File: src/rtl/usb_tx_serializer.sv
// Full-speed USB transmit serializer: pops packet bytes from the byte FIFO,
// frames them with SYNC/EOP, bit-stuffs, NRZI-encodes and drives D+/D-.
module usb_tx_serializer #(
  parameter int CLKS_PER_BIT    = 4,
  parameter int FIFO_DATA_WIDTH = 8,
  parameter int LEN_W           = 11
) (
  input  logic                       clk,
  input  logic                       rst,
  input  logic                       tx_start,
  input  logic [LEN_W-1:0]           pkt_len,
  input  logic                       fifo_empty,
  input  logic [FIFO_DATA_WIDTH-1:0] fifo_r_data,
  output logic                       fifo_rd_en,
  output logic                       tx_dp,
  output logic                       tx_dn,
  output logic                       tx_oe,
  output logic                       busy,
  output logic                       done,
  output logic                       err_underrun
);

  localparam int BAUD_W = (CLKS_PER_BIT > 1) ? $clog2(CLKS_PER_BIT) : 1;
  localparam logic [BAUD_W-1:0] BAUD_LAST = BAUD_W'(CLKS_PER_BIT - 1);

  localparam logic [2:0] S_IDLE    = 3'd0;
  localparam logic [2:0] S_SYNC    = 3'd1;
  localparam logic [2:0] S_DATA    = 3'd2;
  localparam logic [2:0] S_EOP_SE0 = 3'd3;
  localparam logic [2:0] S_EOP_J   = 3'd4;

  logic [2:0]                 state_q, state_d;
  logic [BAUD_W-1:0]          baud_q, baud_d;
  logic [2:0]                 bitcnt_q, bitcnt_d;
  logic [2:0]                 ones_q, ones_d;
  logic [FIFO_DATA_WIDTH-1:0] shift_q, shift_d;
  logic [FIFO_DATA_WIDTH-1:0] hold_q, hold_d;
  logic [LEN_W-1:0]           remaining_q, remaining_d;
  logic                       underrun_q, underrun_d;
  logic                       fetch_q, fetch_d;
  logic                       cap_q, cap_d;
  logic                       dp_q, dp_d;
  logic                       dn_q, dn_d;
  logic                       oe_q, oe_d;
  logic                       done_q, done_d;
  logic                       err_q, err_d;

  logic rd_en_s, boundary_s, emit_s, bit_s, load_s, eop_s;

  // Next-state, line encoding and FIFO pop decisions.
  always_comb begin
    state_d     = state_q;
    baud_d      = baud_q;
    bitcnt_d    = bitcnt_q;
    ones_d      = ones_q;
    shift_d     = shift_q;
    remaining_d = remaining_q;
    underrun_d  = underrun_q;
    fetch_d     = 1'b0;
    cap_d       = 1'b0;
    dp_d        = dp_q;
    dn_d        = dn_q;
    oe_d        = oe_q;
    done_d      = 1'b0;
    err_d       = 1'b0;
    rd_en_s     = 1'b0;
    emit_s      = 1'b0;
    bit_s       = 1'b0;
    load_s      = 1'b0;
    eop_s       = 1'b0;
    boundary_s  = (baud_q == BAUD_LAST);

    if (cap_q) begin
      hold_d = fifo_r_data;
    end else begin
      hold_d = hold_q;
    end

    if (state_q == S_IDLE) begin
      baud_d = '0;
    end else begin
      baud_d = boundary_s ? '0 : baud_q + BAUD_W'(1);
    end

    case (state_q)
      S_IDLE: begin
        if (tx_start && (pkt_len != '0)) begin
          if (fifo_empty) begin
            err_d = 1'b1;
          end else begin
            // First SYNC bit is a 0, so the line leaves J for K right away.
            rd_en_s     = 1'b1;
            cap_d       = 1'b1;
            remaining_d = pkt_len;
            underrun_d  = 1'b0;
            bitcnt_d    = 3'd0;
            ones_d      = 3'd0;
            oe_d        = 1'b1;
            dp_d        = 1'b0;
            dn_d        = 1'b1;
            state_d     = S_SYNC;
          end
        end else begin
          state_d = S_IDLE;
        end
      end
      S_SYNC: begin
        if (boundary_s) begin
          if (bitcnt_q != 3'd7) begin
            bitcnt_d = bitcnt_q + 3'd1;
            emit_s   = 1'b1;
            bit_s    = (bitcnt_q == 3'd6);
          end else begin
            load_s = 1'b1;
          end
        end else begin
          state_d = S_SYNC;
        end
      end
      S_DATA: begin
        // Prefetch the next byte during the first clk of each byte.
        if (fetch_q && (remaining_q != '0)) begin
          if (!fifo_empty) begin
            rd_en_s = 1'b1;
            cap_d   = 1'b1;
          end else begin
            underrun_d = 1'b1;
          end
        end else begin
          underrun_d = underrun_q;
        end
        if (boundary_s) begin
          if (ones_q == 3'd6) begin
            emit_s = 1'b1;
            bit_s  = 1'b0;
          end else if (bitcnt_q != 3'd7) begin
            bitcnt_d = bitcnt_q + 3'd1;
            shift_d  = shift_q >> 1;
            emit_s   = 1'b1;
            bit_s    = shift_q[1];
          end else if (underrun_q) begin
            eop_s = 1'b1;
            err_d = 1'b1;
          end else if (remaining_q == '0) begin
            eop_s = 1'b1;
          end else begin
            load_s = 1'b1;
          end
        end else begin
          state_d = S_DATA;
        end
      end
      S_EOP_SE0: begin
        if (boundary_s) begin
          if (bitcnt_q == 3'd0) begin
            bitcnt_d = 3'd1;
          end else begin
            state_d = S_EOP_J;
            dp_d    = 1'b1;
            dn_d    = 1'b0;
          end
        end else begin
          state_d = S_EOP_SE0;
        end
      end
      S_EOP_J: begin
        if (boundary_s) begin
          state_d = S_IDLE;
          oe_d    = 1'b0;
          done_d  = 1'b1;
        end else begin
          state_d = S_EOP_J;
        end
      end
      default: begin
        state_d = S_IDLE;
        oe_d    = 1'b0;
        dp_d    = 1'b1;
        dn_d    = 1'b0;
      end
    endcase

    if (load_s) begin
      state_d     = S_DATA;
      shift_d     = hold_q;
      bitcnt_d    = 3'd0;
      remaining_d = remaining_q - LEN_W'(1);
      fetch_d     = 1'b1;
      emit_s      = 1'b1;
      bit_s       = hold_q[0];
    end else begin
      fetch_d = fetch_d;
    end

    if (eop_s) begin
      state_d  = S_EOP_SE0;
      bitcnt_d = 3'd0;
      dp_d     = 1'b0;
      dn_d     = 1'b0;
    end else begin
      state_d = state_d;
    end

    // NRZI: a 0 toggles J/K, a 1 holds the line and extends the ones run.
    if (emit_s) begin
      if (bit_s) begin
        ones_d = ones_q + 3'd1;
      end else begin
        ones_d = 3'd0;
        dp_d   = ~dp_q;
        dn_d   = ~dn_q;
      end
    end else begin
      ones_d = ones_d;
    end
  end

  // State and output registers.
  always_ff @(posedge clk or posedge rst) begin
    if (rst) begin
      state_q     <= S_IDLE;
      baud_q      <= '0;
      bitcnt_q    <= 3'd0;
      ones_q      <= 3'd0;
      shift_q     <= '0;
      hold_q      <= '0;
      remaining_q <= '0;
      underrun_q  <= 1'b0;
      fetch_q     <= 1'b0;
      cap_q       <= 1'b0;
      dp_q        <= 1'b1;
      dn_q        <= 1'b0;
      oe_q        <= 1'b0;
      done_q      <= 1'b0;
      err_q       <= 1'b0;
    end else begin
      state_q     <= state_d;
      baud_q      <= baud_d;
      bitcnt_q    <= bitcnt_d;
      ones_q      <= ones_d;
      shift_q     <= shift_d;
      hold_q      <= hold_d;
      remaining_q <= remaining_d;
      underrun_q  <= underrun_d;
      fetch_q     <= fetch_d;
      cap_q       <= cap_d;
      dp_q        <= dp_d;
      dn_q        <= dn_d;
      oe_q        <= oe_d;
      done_q      <= done_d;
      err_q       <= err_d;
    end
  end

  assign fifo_rd_en   = rd_en_s;
  assign tx_dp        = dp_q;
  assign tx_dn        = dn_q;
  assign tx_oe        = oe_q;
  assign busy         = (state_q != S_IDLE);
  assign done         = done_q;
  assign err_underrun = err_q;

endmodule

File: config.mk
export PLATFORM = sky130hd
export DESIGN_NAME = usb_tx_serializer
export DESIGN_NICKNAME = d
export VERILOG_FILES = /design/src/rtl/usb_tx_serializer.sv
export SDC_FILE = /design/constraint.sdc
export NUM_CORES = 1
export LEC_CHECK = 0
export ABC_CLOCK_PERIOD_IN_PS = 4900
export CAP_MARGIN = 20
export CELL_PAD_IN_SITES_DETAIL_PLACEMENT = 1
export CELL_PAD_IN_SITES_GLOBAL_PLACEMENT = 1
export CORE_MARGIN = 5
export CORE_UTILIZATION = 31
export DETAILED_ROUTE_END_ITERATION = 12
export PLACE_DENSITY_LB_ADDON = 0.3
export SKIP_CTS_REPAIR_TIMING = 1
export SLEW_MARGIN = 20
export SYNTH_ARGS = -nofsm -noshare
export SYNTH_HDL_FRONTEND = slang
export SYNTH_SLANG_ARGS = --single-unit
File: constraint.sdc
create_clock -name clk -period 4.9 [get_ports clk]
set_clock_uncertainty 0.2 [all_clocks]
set_input_delay 0.98 -clock clk [delete_from_list [all_inputs] [get_ports clk]]
set_output_delay 0.98 -clock clk [all_outputs]
set_load 0.05 [all_outputs]
Word-level counts from Yosys, hierarchy flattened
Index checks and enable logic that the tools add are counted.
{ "totals": {"reg_bits": 46, "in_bits": 23, "output_inout_bits": 7, "elab_cells": 176} }
{ "op_classes": {"n_addsub": 4, "eq_ne": 27, "mux": 101, "bitwise_logic": 3, "n_reduce_logical": 26} }
{ "ops": {"columns": ["operator", "n"], "rows": [
  ["2-to-1 mux 3 bit", 22],
  ["2-to-1 mux 1 bit", 57],
  ["2-to-1 mux 11 bit", 4],
  ["2-to-1 mux 8 bit", 5],
  ["inequality test 4 bit, second input constant", 8],
  ["nonzero test 11 bit", 2],
  ["nonzero test 2 bit", 8],
  ["one-hot mux 3 bit (5 select lines)", 1],
  ["one-hot mux 1 bit (2 select lines)", 6],
  ["one-hot mux 3 bit (4 select lines)", 1],
  ["AND reduction 4 bit", 3],
  ["logical NOT 11 bit", 1],
  ["subtractor 11 x 1 -> 11 bit, second input constant", 1],
  ["inequality test 2 bit, second input constant", 5],
  ["inequality test 5 bit, second input constant", 2],
  ["== test 3 bit, second input constant", 3],
  ["one-hot mux 1 bit (3 select lines)", 3],
  ["AND reduction 8 bit", 1],
  ["adder 3 x 1 -> 3 bit, second input constant", 2],
  ["== test 3 x 2 -> 1 bit, second input constant", 2],
  ["logical NOT 3 bit", 2],
  ["inequality test 2 x 1 -> 1 bit, second input constant", 3],
  ["AND reduction 3 bit", 2],
  ["nonzero test 6 bit", 1],
  ["11 further kinds", 16]
]} }

Longest topological paths before layout
Gate-level depths: netlist of the first run.
{ "depth": {"depth_word": 10, "depth_mapped": 9, "depth_no_buf": 8} }

Least setup slack after synthesis of the first run
OpenSTA, ideal clock, no wires.
{ "synth_path": {"kind": "input to output", "start": "input port pkt_len[9]", "end": "output port fifo_rd_en", "arrival_time_ns": 2.116, "setup_slack_ns": 1.604, "path_stages": 4, "cell_sequence": "nor3_1 > nand3_1 > nand3_1 > a21oi_1"} }
{ "synth_via": {"elab_chain_len": 4} }
{ "synth_rtl": {"columns": ["item", "line_no", "rtl"], "rows": [
  ["from (decl)", "11", "input logic [LEN_W-1:0] pkt_len,"],
  ["nonzero test 11 bit", "87", "if (tx_start && (pkt_len != '0)) begin"],
  ["logical AND 1 bit", "87", null],
  ["2-to-1 mux 1 bit", "87", null],
  ["one-hot mux 1 bit (2 select lines)", "85", "case (state_q)"],
  ["to (decl)", "14", "output logic fifo_rd_en,"]
]} }
Every way passes these cells.

Final worst setup path of the first run
Ends and elaborated chain as after synthesis.

==> results_dict.tcl, run 1 <==
set metrics [dict create \
    finalWirelength_um 6270 \
    timing.final.ws_setup_ps 710 \
    crit_buf_inv 2 \
    core_sq_mm 0.00769 \
    grt_overflow 0 \
    cp-end-kind "output pin" \
    tightest_slew_ps 895 \
    die_w_um 98.8 \
    worst_ep_required_time_ps 3720 \
    die_area_sq_mm 0.00975 \
    fin_tns_setup_ps 0 \
    via_per_inst 5.23 \
    pre_cts_ws_ps 686 \
    first_iter_violations 88 \
    critical_path_class "in2out" \
    layout.nets 302 \
    die_h_um 98.8 \
    crit_path_start_kind "primary input" \
    drtPass1Iterations 4 \
    htree_levels 2 \
    area_growth_syn_to_layout_pct 19.5 \
    finalHoldViolations 0 \
    ant_nets 0 \
    grtUsageTotal_pct 14.2 \
    cp_max_fo 6 \
    grt_max_degree 46 \
    maxCapViolations 0 \
    fin_crit_ps 4190 \
    ys_seq_area_share_pct 46.2 \
    syn_nets 276 \
    rows 32 \
    cts_tree "yes" \
    grt_pass1_vias 2232 \
    vdd_ir_drop_max_uv 138 \
    grt_setup_unrepaired "false" \
    layout_commonest_cell "dfrtp_1" \
    async_reset_ff_share_pct 100 \
    mostFrequentLayoutCells "dfrtp_1 (44), clkdlybuf4s50_1 (29), nand2_1 (27)" \
    cts_buffers 5 \
    cts_num_sinks 45 \
    clk_transition_reported_paths_ps 90 \
    syn_area_per_cell_sq_um 10.0 \
    hold_path.class "reg2reg" \
    place_congestion 0.769 \
    cts-root-buf "clkbuf_8" \
    grt_pass1_wl_um 11200 \
    start_util_pct 31.8 \
    drive_above_1_share_pct 11.1 \
    power_leakage_uw 0.00118 \
    synthCells 244 \
    run_status "complete, no violations" \
    insertion_delay_ps 310 \
    synth_edf_count 0 \
    detail_route.wl_per_cell_um 16.8 \
    drcViolationCount 0 \
    slew_violations 0 \
    finalCritPeriodShare_pct 85.5 \
    synthFlopType "dfrtp_1" \
    setup_viol 0 \
    syn_area_sq_mm 0.00244 \
    maxSlewHeadroom_pct 40.0 \
    cp_top_family "buffers and inverters" \
    yosysUniqueCellTypes 56 \
    cp_slowest_cell "clkdlybuf4s50_1" \
    cp_cell_sequence "clkdlybuf4s50_1, nor3_1, nand3_1, nand3_1, a21oi_1, clkdlybuf4s50_1" \
    antenna_found_initial 0 \
    num_vias 1950 \
    cts_buffer_depth 2 \
    ys_warn_count 0 \
    numPortBuffers 29 \
    pwr_density_cell_mw_per_mm2 503 \
    ios 30 \
    clock.fmax_mhz 239 \
    antenna_cells 0 \
    dp_hpwl_um 4600 \
    max_stage_delay_ps 850 \
    worstPathArrival_ps 3010 \
    ys_seq_elements 45 \
    fill_cells 885 \
]
-- report_power, final --
part           internal, uW  switching, uW
combinational           272            308
sequential              503            143
clock                   101            140
-- per-layer routing --
layer / track usage, % / share of wire (%) / up-vias
li1: - / - / 961
met3: 3.96 / 3.1 / 9
met5: 0 / 0 / -
met1: 17.6 / 45 / 953
met2: 24.0 / 49 / 27
met4: 4.62 / 2.1 / 0
-- final cells by class --
| class | instances | area, sq um | share of cell area [%] |
|---|---|---|---|
| Clock inverter | 3 | 21.3 | 0.729 |
| Timing Repair Buffer | 31 | 305 | 10.5 |
| Clock buffer | 5 | 68.8 | 2.36 |
| Tap cell | 102 | 128 | 4.37 |
| Sequential cell | 45 | 1130 | 38.6 |
| Inverter | 14 | 53.8 | 1.84 |
| Multi-Input combinational cell | 173 | 1210 | 41.6 |
-- cell usage after synthesis, drive strengths merged (2+ instances only) --
library cell  count  area, sq um
nor3b             3         22.5
nor4b             2         32.5
nor2b             2         12.5
o21ai            15         75.1
nor2              7         26.3
clkbuf            7         26.3
a32o              2         21.3
nor3              6         30.0
mux2i             6         60.1
o311a             2         20.0
a21o              2         15.0
nand4             4         25.0
a22o              2         17.5
a211o             2         17.5
a21oi             8         40.0
buf               5         22.5
a21boi            2         15.0
or3b              2         20.0
ha                9          113
o22ai             2         12.5
dfrtp            44         1100
nand2b            4         25.0
nor4              6         37.5
o21a              3         22.5
mux2              9          101
o32a              2         20.0
and3              4         25.0
nand2            27          101
o221a             3         33.8
nand3            13         65.1
nand4b            2         17.5
inv              14         52.6
o211ai            3         22.5
or4               3         26.3
or3               2         12.5
-- worst paths after layout --
check	startpoint	to	slack (ps)	cells past startpoint
min reg2reg	baud_q[0]	baud_q[0]	280	1
max	pkt_len[9]	fifo_rd_en	710	6
max in group asynchronous	rst	tx_oe	3110	2
min in group asynchronous	rst	remaining_q[1]	920	2
max reg2reg	remaining_q[5]	shift_q[6]	1380	5
min	baud_q[0]	baud_q[0]	280	1
-- sequential cells by signal (all words and copies together) (netlist names) --
register,count
bitcnt_q,3
baud_q,2
shift_q,7
tx_dn,1
hold_q,8
ones_q,3
fetch_q,1
tx_dp,1
state_q,3
remaining_q,11
underrun_q,1
done,1
tx_oe,1
err_underrun,1
cap_q,1
-- cells by family after synthesis --
logic type / after synthesis / synth area share [%]
AOI/OAI and AO/OA: 59 / 17.6
xor gates and xnor gates: 1 / 0.359
adders and majority gates: 10 / 5.07
buffers and inverters: 26 / 4.15
DFF: 45 / 46.2
muxes: 15 / 6.61
and+or+nand+nor: 88 / 20.0
-- worst register-to-register path: cells and delay by family, from the launching register on --
family / cells / cell delay [ps]
compound gates: 3 / 1510
flops: 1 / 460
simple gates: 2 / 1200
-- through the flow --
step	area [sq um]	hold slack, ps	std cells	power (uW)	util (%)
floorplan	2440	244	244	1050	-
global placement	2830	253	365	1210	36.8
detailed placement	2830	272	365	1240	36.8
CTS	2920	283	373	1490	37.9
global route	2920	308	373	1600	38.0
finish	2920	278	373	1470	38.0
Power figures use the tool's default switching activity.
==> run 2: changes to the inputs <==
--- a/config.mk
+++ b/config.mk
@@ -14,7 +14,7 @@
 export DETAILED_ROUTE_END_ITERATION = 12
 export PLACE_DENSITY_LB_ADDON = 0.3
 export SKIP_CTS_REPAIR_TIMING = 1
-export SLEW_MARGIN = 20
+export SLEW_MARGIN = 0
 export SYNTH_ARGS = -nofsm -noshare
 export SYNTH_HDL_FRONTEND = slang
 export SYNTH_SLANG_ARGS = --single-unit
==> results_dict.tcl, run 2 (synthesized netlist as in run 1, its figures left out) <==
set metrics [dict create \
    layout.nets 303 \
    via_per_inst 5.23 \
    clock.fmax_mhz 239 \
    cp-end-kind "output pin" \
    worstPathArrival_ps 3010 \
    maxCapViolations 0 \
    worst_ep_required_time_ps 3720 \
    cts_tree "yes" \
    power_leakage_uw 0.00119 \
    vdd_ir_drop_max_uv 138 \
    grt_pass1_vias 2232 \
    rows 32 \
    drtPass1Iterations 4 \
    place_congestion 0.769 \
    hold_path.class "reg2reg" \
    cts_num_sinks 45 \
    slew_violations 0 \
    die_w_um 98.8 \
    die_h_um 98.8 \
    area_growth_syn_to_layout_pct 20.2 \
    drcViolationCount 0 \
    post-route-util_pct 38.2 \
    detail_route.wl_per_cell_um 16.9 \
    start_util_pct 31.8 \
    cts-root-buf "clkbuf_8" \
    cts_buffer_depth 2 \
    maxSlewHeadroom_pct 40.0 \
    finalWirelength_um 6320 \
    cp_top_family "buffers and inverters" \
    cts_buffers 5 \
    grtUsageTotal_pct 14.2 \
    dp_hpwl_um 4600 \
    htree_levels 2 \
    largest_reg_flops 11 \
    mostFrequentLayoutCells "dfrtp_1 (44), clkdlybuf4s50_1 (29), nand2_1 (27)" \
    layout_commonest_cell "dfrtp_1" \
    grt_max_degree 46 \
    ant_nets 0 \
    insertion_delay_ps 310 \
    tightest_slew_ps 895 \
    grt_pass1_wl_um 11200 \
    num_vias 1957 \
    max_stage_delay_ps 850 \
    critical_path_class "in2out" \
    largest_registers "remaining_q x11, hold_q x8, shift_q x7" \
    cp_slowest_cell "clkdlybuf4s50_1" \
    cp_max_fo 6 \
    grt_overflow 0 \
    cp_cell_sequence "clkdlybuf4s50_1, nor3_1, nand3_1, nand3_1, a21oi_1, clkdlybuf4s50_1" \
    fin_tns_setup_ps 0 \
    antenna_cells 0 \
    finalHoldViolations 0 \
    largest_register "remaining_q" \
    crit_path_start_kind "primary input" \
    ios 30 \
    grt_setup_unrepaired "false" \
    crit_buf_inv 2 \
    setup_viol 0 \
    first_iter_violations 80 \
    die_area_sq_mm 0.00975 \
    run_status "complete, no violations" \
    drive_above_1_share_pct 11.4 \
    antenna_found_initial 0 \
    pwr_density_cell_mw_per_mm2 501 \
    core_sq_mm 0.00769 \
    clk_transition_reported_paths_ps 90 \
    numPortBuffers 29 \
    fin_crit_ps 4190 \
    finalCritPeriodShare_pct 85.5 \
]
## run 2: cell count changes in the layout (fill, tap and decap cells not counted), sizes merged
cell    before  now
clkinv       2    1
buf          2    3
inv         14   15
## run 2: path summary, 6_finish.rpt
| check | cells past startpoint | from | slack, ps | endpoint |
|---|---|---|---|---|
| max | 6 | pkt_len[9] | 710 | fifo_rd_en |
| min | 1 | baud_q[0] | 280 | baud_q[0] |
| max reg2reg | 8 | bitcnt_q[0] | 1380 | remaining_q[7] |
| min reg2reg | 1 | baud_q[0] | 280 | baud_q[0] |
| max in group asynchronous | 3 | rst | 3320 | tx_dp |
| min in group asynchronous | 2 | rst | 670 | remaining_q[1] |
## run 2: layout make-up
cell class | instances | area, sq um
Fill cell | 883 | 4750
Clock inverter | 3 | 21.3
Clock buffer | 5 | 68.8
Timing Repair Buffer | 32 | 325
Multi-Input combinational cell | 173 | 1210
Inverter | 14 | 52.6
Tap cell | 102 | 128
Sequential cell | 45 | 1130
## run 2: through the flow
stage	total power [uW]	hold slack, ps	area, sq um	setup slack (ps)	std cells
finish	1470	278	2940	709	374
global route	1600	308	2940	498	374
CTS	1490	283	2920	665	373
detailed placement	1240	272	2830	686	365
global placement	1210	253	2830	715	365
floorplan	1050	244	2440	1600	244
## run 2: power breakdown
group          total, uW  switching, uW  internal [uW]
clock                242            141            101
combinational        583            309            274
sequential           645            143            503
## run 2: layer usage
layer / global-route usage [%] / vias up / wire, um
li1: - / 965 / -
met1: 17.6 / 959 / 2880
met2: 24.0 / 25 / 3130
met3: 3.96 / 8 / 178
met4: 4.62 / 0 / 131
met5: 0 / - / 0
==> run 3: changes to the inputs <==
--- a/config.mk
+++ b/config.mk
@@ -5,13 +5,15 @@
 export SDC_FILE = /design/constraint.sdc
 export NUM_CORES = 1
 export LEC_CHECK = 0
+export ABC_AREA = 1
 export ABC_CLOCK_PERIOD_IN_PS = 4900
 export CAP_MARGIN = 20
 export CELL_PAD_IN_SITES_DETAIL_PLACEMENT = 1
 export CELL_PAD_IN_SITES_GLOBAL_PLACEMENT = 1
 export CORE_MARGIN = 5
-export CORE_UTILIZATION = 31
+export CORE_UTILIZATION = 35
 export DETAILED_ROUTE_END_ITERATION = 12
+export HOLD_SLACK_MARGIN = 0.12
 export PLACE_DENSITY_LB_ADDON = 0.3
 export SKIP_CTS_REPAIR_TIMING = 1
 export SLEW_MARGIN = 0
==> results_dict.tcl, run 3 <==
set metrics [dict create \
    cp_max_fo 3 \
    cp_slowest_cell "clkdlybuf4s50_1" \
    num_vias 2307 \
    ys_seq_elements 45 \
    syn_area_sq_mm 0.00268 \
    run_status "complete, no violations" \
    dp_hpwl_um 5130 \
    largest_registers "remaining_q x11, hold_q x8, shift_q x7" \
    crit_path_start_kind "primary input" \
    ant_nets 0 \
    largest_reg_flops 11 \
    via_per_inst 4.86 \
    ios 30 \
    crit_buf_inv 2 \
    synthCells 342 \
    finalHoldViolations 0 \
    cts_num_sinks 45 \
    cts_buffer_depth 2 \
    die_w_um 97.6 \
    cts-root-buf "clkbuf_8" \
    synth_top_cell_by_area "dfrtp_1" \
    drive_above_1_share_pct 11.3 \
    critical_path_cell_count 8 \
    maxCapViolations 0 \
    largest_register "remaining_q" \
    cts_tree "yes" \
    worstPathArrival_ps 2960 \
    synth_edf_count 0 \
    first_iter_violations 51 \
    grt_overflow 0 \
    fin_area_sq_mm 0.00318 \
    rows 32 \
    place_congestion 0.846 \
    vdd_ir_drop_max_uv 222 \
    yosysMostFrequentCell "nand2_1" \
    cp_cell_sequence "clkdlybuf4s50_1, nor2_1, nand3_1, nor2_1, nand2_1, nand3_2, a211oi_1, clkdlybuf4s50_1" \
    clk_transition_reported_paths_ps 90 \
    max_stage_delay_ps 860 \
    numPortBuffers 29 \
    mostFrequentLayoutCells "nand2_1 (75), inv_1 (46), dfrtp_1 (44)" \
    synth_commonest_cells "nand2_1 (75), inv_1 (47), dfrtp_1 (44)" \
    tightest_slew_ps 510 \
    synthFlopType "dfrtp_1" \
    worst_ep_required_time_ps 3720 \
    layout_commonest_cell "nand2_1" \
    placedInstanceArea_sq_mm 0.00304 \
    endpoint "fifo_rd_en" \
    grt_max_degree 46 \
    detail_route.wl_per_cell_um 14.2 \
    power.total_uw 1650 \
    htree_levels 2 \
    grtUsageTotal_pct 15.1 \
    die_area_sq_mm 0.00952 \
    ys_seq_area_share_pct 42.0 \
    core_sq_mm 0.00761 \
    async_reset_ff_share_pct 100 \
    drtPass1Iterations 4 \
    yosysUniqueCellTypes 36 \
    area_growth_syn_to_layout_pct 18.6 \
    setup_viol 0 \
    finalWirelength_um 6740 \
    r2r-start "remaining_q[0]" \
    critical_path_class "in2out" \
    clock.fmax_mhz 242 \
    fin_tns_setup_ps 0 \
    start_util_pct 35.3 \
    layout.nets 404 \
    drcViolationCount 0 \
    syn_nets 374 \
    cts_buffers 5 \
    antenna_found_initial 0 \
    slew_violations 0 \
    power_leakage_uw 0.00150 \
    grt_pass1_wl_um 11900 \
    cp-end-kind "output pin" \
    reg2regPathDepth 13 \
    grt_setup_unrepaired "false" \
    ys_warn_count 0 \
    maxSlewHeadroom_pct 65.9 \
    syn_area_per_cell_sq_um 7.85 \
    fill_cells 952 \
    die_h_um 97.6 \
    hold_path.class "reg2reg" \
    finalCritPeriodShare_pct 84.5 \
    antenna_cells 0 \
    pwr_density_cell_mw_per_mm2 520 \
    insertion_delay_ps 300 \
    r2r_slack_ps 2410 \
    grt_pass1_vias 2435 \
    fin_crit_ps 4140 \
    synth_area_leaders "dfrtp_1 (41%), nand2_1 (10%), inv_1 (6.6%), o21ai_0 (5.6%), ha_1 (4.2%)" \
    cp-startpoint "pkt_len[6]" \
    cp_top_family "buffers and inverters" \
    reg2reg_to "tx_dn" \
    synth.top_cell.area_share_pct 41.0 \
]
[run 3: report_power, final]
group | total, uW | leakage, uW | switching [uW] | internal [uW]
registers | 624 | 0.000567 | 97.8 | 526
clock network | 298 | 0.0000574 | 132 | 166
logic | 733 | 0.000873 | 463 | 270
total | 1650 | 0.00150 | 693 | 962
[run 3: kinds of logic (layout without fill, tap and decap cells)]
logic type               count (synthesis)  count (layout)  synth area share [%]
flip-flops                              45              45                  42.0
buffers and inverters                   60              91                  9.74
multiplexers                             2               2                 0.839
AND/OR/NAND/NOR                        149             149                  25.3
AO/OA/AOI/OAI                           71              71                  16.0
XOR/XNOR                                 6               6                  1.96
adder cells (fa/ha/maj)                  9               9                  4.20
[run 3: worst min path at each step]
stage	startpoint	depth (start not counted)	endpoint	slack [ps]
floorplan	baud_q[0]	1	baud_q[0]	240
detailed placement	baud_q[0]	1	baud_q[0]	280
CTS	baud_q[0]	1	baud_q[0]	290
global route	baud_q[0]	1	baud_q[0]	310
global placement	remaining_q[9]	2	remaining_q[9]	260
finish	baud_q[0]	1	baud_q[0]	280
[run 3: cell type report]
cell class                 count  area, sq um  share of cell area [%]
timing repair buffer          30          310                    9.74
clock inverter                 2         37.5                    1.18
inverter                      53          204                    6.40
clock buffer                   6         82.6                    2.59
sequential                    45         1130                    35.4
multi-input combinational    237         1290                    40.7
tap                          102          128                    4.01
[run 3: through the flow]
| stage | util (%) | hold WS (ps) | cells | setup slack (ps) |
|---|---|---|---|---|
| floorplan | - | 244 | 342 | 1230 |
| global placement | 40.0 | 263 | 466 | 794 |
| detailed placement | 40.0 | 281 | 466 | 745 |
| CTS | 41.6 | 291 | 474 | 745 |
| global route | 41.9 | 313 | 475 | 617 |
| finish | 41.9 | 280 | 475 | 761 |
[run 3: worst register-to-register path, delay by kind of cell, from the launching register on]
kind,cells,cell delay (ps)
adder cells (fa/ha/maj),1,190
AND/OR/NAND/NOR,10,1430
flip-flops,1,390
buffers and inverters,1,90
AO/OA/AOI/OAI,1,60
[run 3: layer usage]
layer / GRT usage (%) / share of wire (%) / vias to the layer above
li1: - / - / 1155
met1: 20.5 / 50 / 1119
met2: 24.8 / 46 / 26
met3: 2.73 / 2.7 / 7
met4: 4.05 / 1.2 / 0
met5: 0 / 0 / -
